## src/rtl/stack_sequencer_if.sv

```systemverilog
// Data-memory port shared by the stack sequencer: single outstanding request,
// held stable until the memory acknowledges it.
interface stack_sequencer_if;
    // mem_req rises with mem_addr/mem_wdata/mem_we already stable; all hold until
    // the cycle mem_ack=1, which also marks mem_rdata valid; the request then drops.
    logic        mem_req;
    logic        mem_we;
    logic [31:0] mem_addr;
    logic [31:0] mem_wdata;
    logic        mem_ack;
    logic [31:0] mem_rdata;

    modport master (
        output mem_req, mem_we, mem_addr, mem_wdata,
        input  mem_ack, mem_rdata
    );

    modport slave (
        input  mem_req, mem_we, mem_addr, mem_wdata,
        output mem_ack, mem_rdata
    );
endinterface

```

## src/rtl/stack_sequencer.sv

```systemverilog
// Multicycle PUSH/POP/CALL/RET sequencer: owns the stack pointer, checks bounds,
// performs one data-memory access per operation and raises writeback/PC strobes.
module stack_sequencer #(
    parameter logic [31:0] SP_INIT  = 32'd1024,
    parameter logic [31:0] SP_LIMIT = 32'd0
) (
    input  logic        clk,
    input  logic        rst,
    input  logic        start,
    input  logic [2:0]  op,
    input  logic [31:0] wdata,
    input  logic [31:0] target,
    output logic        busy,
    output logic        done,
    output logic        err,
    output logic [31:0] sp,
    output logic [31:0] rdata,
    output logic        reg_we,
    output logic        pc_load,
    output logic [31:0] pc_next,
    output logic [2:0]  fsm_state,
    stack_sequencer_if.master mem
);

    typedef enum logic [2:0] {
        IDLE = 3'd0,
        ADDR = 3'd1,
        MEM  = 3'd2,
        WB   = 3'd3,
        ERR  = 3'd4
    } state_t;

    localparam logic [2:0] OP_PUSH = 3'b001;
    localparam logic [2:0] OP_POP  = 3'b010;
    localparam logic [2:0] OP_CALL = 3'b011;
    localparam logic [2:0] OP_RET  = 3'b100;

    state_t      state;
    logic [2:0]  op_q;
    logic [31:0] wdata_q;
    logic [31:0] target_q;

    logic is_push;
    logic is_pop;
    logic is_call;
    logic is_ret;
    logic is_write;
    logic is_read;
    logic bad_op;

    assign is_push  = (op_q == OP_PUSH);
    assign is_pop   = (op_q == OP_POP);
    assign is_call  = (op_q == OP_CALL);
    assign is_ret   = (op_q == OP_RET);
    assign is_write = is_push | is_call;
    assign is_read  = is_pop | is_ret;
    // Overflow/underflow fold into the same error path as an illegal opcode.
    assign bad_op   = !(is_write || is_read)
                    || (is_write && (sp == SP_LIMIT))
                    || (is_read  && (sp == SP_INIT));

    assign fsm_state = state;

    always_ff @(posedge clk or negedge rst) begin
        if (!rst) begin
            state         <= IDLE;
            op_q          <= 3'd0;
            wdata_q       <= 32'd0;
            target_q      <= 32'd0;
            sp            <= SP_INIT;
            busy          <= 1'b0;
            done          <= 1'b0;
            err           <= 1'b0;
            rdata         <= 32'd0;
            reg_we        <= 1'b0;
            pc_load       <= 1'b0;
            pc_next       <= 32'd0;
            mem.mem_req   <= 1'b0;
            mem.mem_we    <= 1'b0;
            mem.mem_addr  <= 32'd0;
            mem.mem_wdata <= 32'd0;
        end else begin
            done    <= 1'b0;
            err     <= 1'b0;
            reg_we  <= 1'b0;
            pc_load <= 1'b0;
            case (state)
                IDLE: begin
                    if (start) begin
                        op_q     <= op;
                        wdata_q  <= wdata;
                        target_q <= target;
                        busy     <= 1'b1;
                        state    <= ADDR;
                    end
                end
                ADDR: begin
                    if (bad_op) begin
                        done  <= 1'b1;
                        err   <= 1'b1;
                        state <= ERR;
                    end else begin
                        // SP points at the last pushed word, so writes go one below it.
                        mem.mem_addr  <= is_write ? (sp - 32'd1) : sp;
                        mem.mem_wdata <= wdata_q;
                        mem.mem_we    <= is_write;
                        mem.mem_req   <= 1'b1;
                        state         <= MEM;
                    end
                end
                MEM: begin
                    if (mem.mem_ack) begin
                        mem.mem_req <= 1'b0;
                        mem.mem_we  <= 1'b0;
                        if (is_read) begin
                            rdata <= mem.mem_rdata;
                        end
                        if (is_call) begin
                            pc_next <= target_q;
                        end else if (is_ret) begin
                            pc_next <= mem.mem_rdata;
                        end
                        pc_load <= is_call | is_ret;
                        reg_we  <= is_pop;
                        done    <= 1'b1;
                        state   <= WB;
                    end
                end
                WB: begin
                    sp    <= is_write ? (sp - 32'd1) : (sp + 32'd1);
                    busy  <= 1'b0;
                    state <= IDLE;
                end
                ERR: begin
                    busy  <= 1'b0;
                    state <= IDLE;
                end
                default: begin
                    busy  <= 1'b0;
                    state <= IDLE;
                end
            endcase
        end
    end

endmodule

```

## src/flat_wrapper.sv

```systemverilog
// flat-port wrapper written by rule: the top's interface ports become plain ports
module stack_sequencer_flat 
#(
    parameter logic [31:0] SP_INIT  = 32'd1024,
    parameter logic [31:0] SP_LIMIT = 32'd0
)
  (clk, rst, start, op, wdata, target, busy, done, err, sp, rdata, reg_we, pc_load, pc_next, fsm_state, mem_mem_req, mem_mem_we, mem_mem_addr, mem_mem_wdata, mem_mem_ack, mem_mem_rdata);
  stack_sequencer_if mem_i ();
  input  logic clk;
  input  logic rst;
  input  logic start;
  input  logic [2:0] op;
  input  logic [31:0] wdata;
  input  logic [31:0] target;
  output logic busy;
  output logic done;
  output logic err;
  output logic [31:0] sp;
  output logic [31:0] rdata;
  output logic reg_we;
  output logic pc_load;
  output logic [31:0] pc_next;
  output logic [2:0] fsm_state;
  output wire logic [$bits(mem_i.mem_req)-1:0] mem_mem_req;
  output wire logic [$bits(mem_i.mem_we)-1:0] mem_mem_we;
  output wire logic [$bits(mem_i.mem_addr)-1:0] mem_mem_addr;
  output wire logic [$bits(mem_i.mem_wdata)-1:0] mem_mem_wdata;
  input wire logic [$bits(mem_i.mem_ack)-1:0] mem_mem_ack;
  input wire logic [$bits(mem_i.mem_rdata)-1:0] mem_mem_rdata;
  assign mem_mem_req = mem_i.mem_req;
  assign mem_mem_we = mem_i.mem_we;
  assign mem_mem_addr = mem_i.mem_addr;
  assign mem_mem_wdata = mem_i.mem_wdata;
  assign mem_i.mem_ack = mem_mem_ack;
  assign mem_i.mem_rdata = mem_mem_rdata;
  stack_sequencer #(.SP_INIT(SP_INIT), .SP_LIMIT(SP_LIMIT)) u_core (.clk(clk), .rst(rst), .start(start), .op(op), .wdata(wdata), .target(target), .busy(busy), .done(done), .err(err), .sp(sp), .rdata(rdata), .reg_we(reg_we), .pc_load(pc_load), .pc_next(pc_next), .fsm_state(fsm_state), .mem(mem_i));
endmodule
```

## config.mk

```make
export PLATFORM = sky130hd
export DESIGN_NAME = stack_sequencer_flat
export DESIGN_NICKNAME = d
export VERILOG_FILES = /design/src/rtl/stack_sequencer_if.sv /design/src/rtl/stack_sequencer.sv /design/src/flat_wrapper.sv
export SDC_FILE = /design/constraint.sdc
export NUM_CORES = 1
export LEC_CHECK = 0
export CORE_AREA = 2 2 158 160
export DETAILED_ROUTE_END_ITERATION = 10
export DIE_AREA = 0 0 160 162
export HOLD_SLACK_MARGIN = 0.08
export PLACE_DENSITY = 0.84
export SLEW_MARGIN = 15
export SYNTH_ARGS = -nofsm -noshare
export SYNTH_HDL_FRONTEND = slang
export SYNTH_SLANG_ARGS = --single-unit
```

## constraint.sdc

```tcl
create_clock -name clk -period 4.5 [get_ports clk]
set_input_delay 0.45 -clock clk [delete_from_list [all_inputs] [get_ports clk]]
set_output_delay 0.45 -clock clk [all_outputs]
set_load 0.02 [all_outputs]
```

==> results.md <==
- Kind of end point of the critical path: flip-flop
- Clk slew on worst S/H paths: 0.06 ns
- Maximum operating frequency: 0.318 GHz
- Vias in the first global route: 7,905
- Port Buffers: 272
- # IOs: 273
- P&R area growth vs syn: 35.3%
- Pwr/cell area: 765 mW/mm²
- Status: finished clean
- #FFs+latches synth: 237
- Total grt overflow: 0
- CTS tree: built
- Setup CP Type: flip-flop to flip-flop
- Post-synthesis compound-gate area fraction: 0.0446
- Pre-antenna DRT Iters: 5
- DRC: 0
- Count leader, synth: dfrtp_1
- Synth Cell Area: 0.0108 mm²
- Synth area leader: dfrtp_1
- Post-route ant nets: 0
- Total track usage: 0.211
- Top post-synthesis cells by area: dfrtp_1, mux2_2, mux2_4
- CTS Sinks: 237
- Routed wire length: 27.4 mm
- Hold Path Class: flip-flop to flip-flop
- VDD IR max: 0.455 mV
- Largest family of logic cells by synthesized area: multiplexers
- Worst-path fanout max: 27
- Adder-cell area share of the yosys netlist: 0.00464
- Crit-path max cell delay: 0.84 ns
- Die extent in x: 160 µm
- Post-synth EDFFs: 0
- Post-synth top cells: dfrtp_1, mux2_2, mux2_4
- Post-Place Setup Slack: 1.39 ns
- Hold Crit Start: u_core.mem.mem_req$_DFFE_PN0P_
- H-tree lvl count: 1
- Syn nets: 953
- Pleak: 6.32 nW
- TNS Setup: 0 ns
- Gp weighted congestion: 0.865
- Ys flop type: dfrtp_1
- Pin count of the biggest net entering global routing: 121
- Clk Latency, worst-skew pair: 0.53 ns
- Syn. warnings: 0
- Worst Path Required: 4.89 ns
- Core area: 0.0241 mm²
- Period minus WS final: 3.14 ns
- Inst Count DP: 1,389
- CP startpoint: u_core.sp[0]$_DFFE_PN0N_
- Synth Instances: 846
- Cts bufs inserted: 26
- Vias: 7,581
- Post-synthesis mux area share: 0.217
- Slew margin rel.: 0.292
- Seq/Total Area, Yosys: 0.551
- Detailed Place HPWL: 19.0 mm
- Cell Count, Final, Fillers Out: 1,438
- Die area: 0.0259 mm²
- DR vias/cell: 5.27
- Finish-stage setup viols: 0
- Post-synth top area share: 0.548
- CTS Buffer Depth: 3
- Initial antenna violation count: 0
- Row cnt: 57
- Startpoint types: flip-flop
- Setup WS post-layout: 1.36 ns
- CTS resizes: 0
- Max-cap violations: 0
- Filler cell count: 1,937
- Root Driver: clkbuf_16
- Die H: 162 µm
- Critical-path top delay cell: nor2_4
- Antenna Cells: 0
- Initial Utilization: 0.447
- Nets: 1,201
- Top delay family on crit path: simple AND/OR/NAND/NOR gates
- Arrival time at the worst endpoint: 3.53 ns
- Critical path, cell by cell: inv_1, ha_1, nor4b_2, nand4_1, nor4_4, nor2_4, buf_4, mux2_2
- Simple-gate share of the synthesized area: 0.101
- Share of layout cells above drive strength 1: 0.206
- Wire length of the first global-routing pass: 44.1 mm
- RSZ-0062 raised after global routing: false
- Slew Viols, Final: 0
- Clock skew: 0.0218 ns
- Library cells used by synthesis: 53
- XOR/XNOR share of the synthesized area: 0.0504
- Worst-Margin Slew: 1.06 ns
- Final-report hold violation count: 0
- Final cycle utilization of the critical path: 0.698
- DRT iter0 DRCs: 495
- Ys async rst share: 1.00
- Routed WL per cell: 19.1 µm
- Crit Reg-Reg Startpoint: u_core.sp[0]$_DFFE_PN0N_
- Crit path buf inv count: 2
- Mean Syn Cell Area: 12.7 µm²
## report_power, final
group          internal (W)  switching, W  total (W)
Clock               0.00125      0.000858    0.00211
Combinational       0.00264       0.00244    0.00508
Sequential          0.00313      0.000835    0.00396
## cell type report
class	count	area [µm²]	share of cell area
timing repair buffer	281	2810	0.193
multi-input combinational	533	4520	0.310
tap	324	405	0.0278
inverter	15	56.3	0.00386
clock buffer	39	781	0.0536
sequential	237	5930	0.407
clock inverter	9	73.8	0.00506
## placed cells by master (no fill, tap or decap), types with 13 or more instances in the layout
cell               n
nor4_1            28
clkbuf_16         27
nor2_1            19
dfrtp_1          236
clkdlybuf4s50_1  271
nand2_1           54
o21ai_0           57
xnor2_1           38
inv_1             13
xor2_1            24
mux2_2           101
mux2_4            58
mux2i_1           33
## worst reg2reg max path: cells and delay by family (launching register included)
family,cells,cell delay (ns)
fa+ha+maj,1,0.23
buf+inv,2,0.68
flops,1,0.44
mux,1,0.42
simple gates,4,1.25
## registers in the layout, indices dropped and copies added (netlist names), 3 cells and up
| name | count |
|---|---|
| u_core.mem.mem_addr | 32 |
| u_core.mem.mem_wdata | 32 |
| u_core.pc_next | 32 |
| u_core.rdata | 32 |
| u_core.sp | 32 |
| u_core.target_q | 32 |
| u_core.wdata_q | 32 |
| u_core.fsm_state | 3 |
| u_core.op_q | 3 |
## worst paths after layout
kind,to,slack (ns),cells after the start
setup / recovery,u_core.mem.mem_addr[2]$_DFFE_PN0P_,1.36,8
setup reg to reg,u_core.mem.mem_addr[2]$_DFFE_PN0P_,1.36,8
hold / removal,u_core.mem.mem_req$_DFFE_PN0P_,0.48,1
min in group asynchronous,u_core.mem.mem_addr[21]$_DFFE_PN0P_,0.60,2
max in group asynchronous,u_core.target_q[10]$_DFFE_PN0P_,2.76,3
hold reg to reg,u_core.mem.mem_req$_DFFE_PN0P_,0.48,1
## repair_timing
item                                    4_1_cts  5_1_grt
endpoints found under the setup margin        0        0
hold buffers                                  1        0
setup buffers                                 0        0
endpoints found under the hold margin       101        0
## cell families (layout without fill, tap and decap cells)
logic type / count (synthesis) / in the layout
AO/OA/AOI/OAI: 85 / 85
XOR/XNOR: 62 / 62
adder cells (fa/ha/maj): 4 / 4
buffers and inverters: 76 / 344
flip-flops: 237 / 237
multiplexers: 192 / 192
AND/OR/NAND/NOR: 190 / 190
## routing by layer
metal  track usage  vias to the layer above  wire, µm
met5             0                        -         0
li1              -                     3503         -
met4        0.0618                        0       677
met1         0.267                     3745     11200
met3        0.0467                       56      1780
met2         0.364                      277     13800
## per-stage QoR
| step | instance area, µm² | hold WS [ns] | power [W] | utilization |
|---|---|---|---|---|
| 2_1_floorplan | 10800 | 0.154 | 0.00694 | - |
| 3_3_place_gp | 13700 | 0.461 | 0.00889 | 0.569 |
| 3_5_place_dp | 13700 | 0.470 | 0.00906 | 0.569 |
| 4_1_cts | 14600 | 0.483 | 0.0112 | 0.605 |
| 5_1_grt | 14600 | 0.507 | 0.0118 | 0.605 |
| 6_report | 14600 | 0.480 | 0.0112 | 0.605 |
Note: power is estimated with default switching activity, not from simulation.
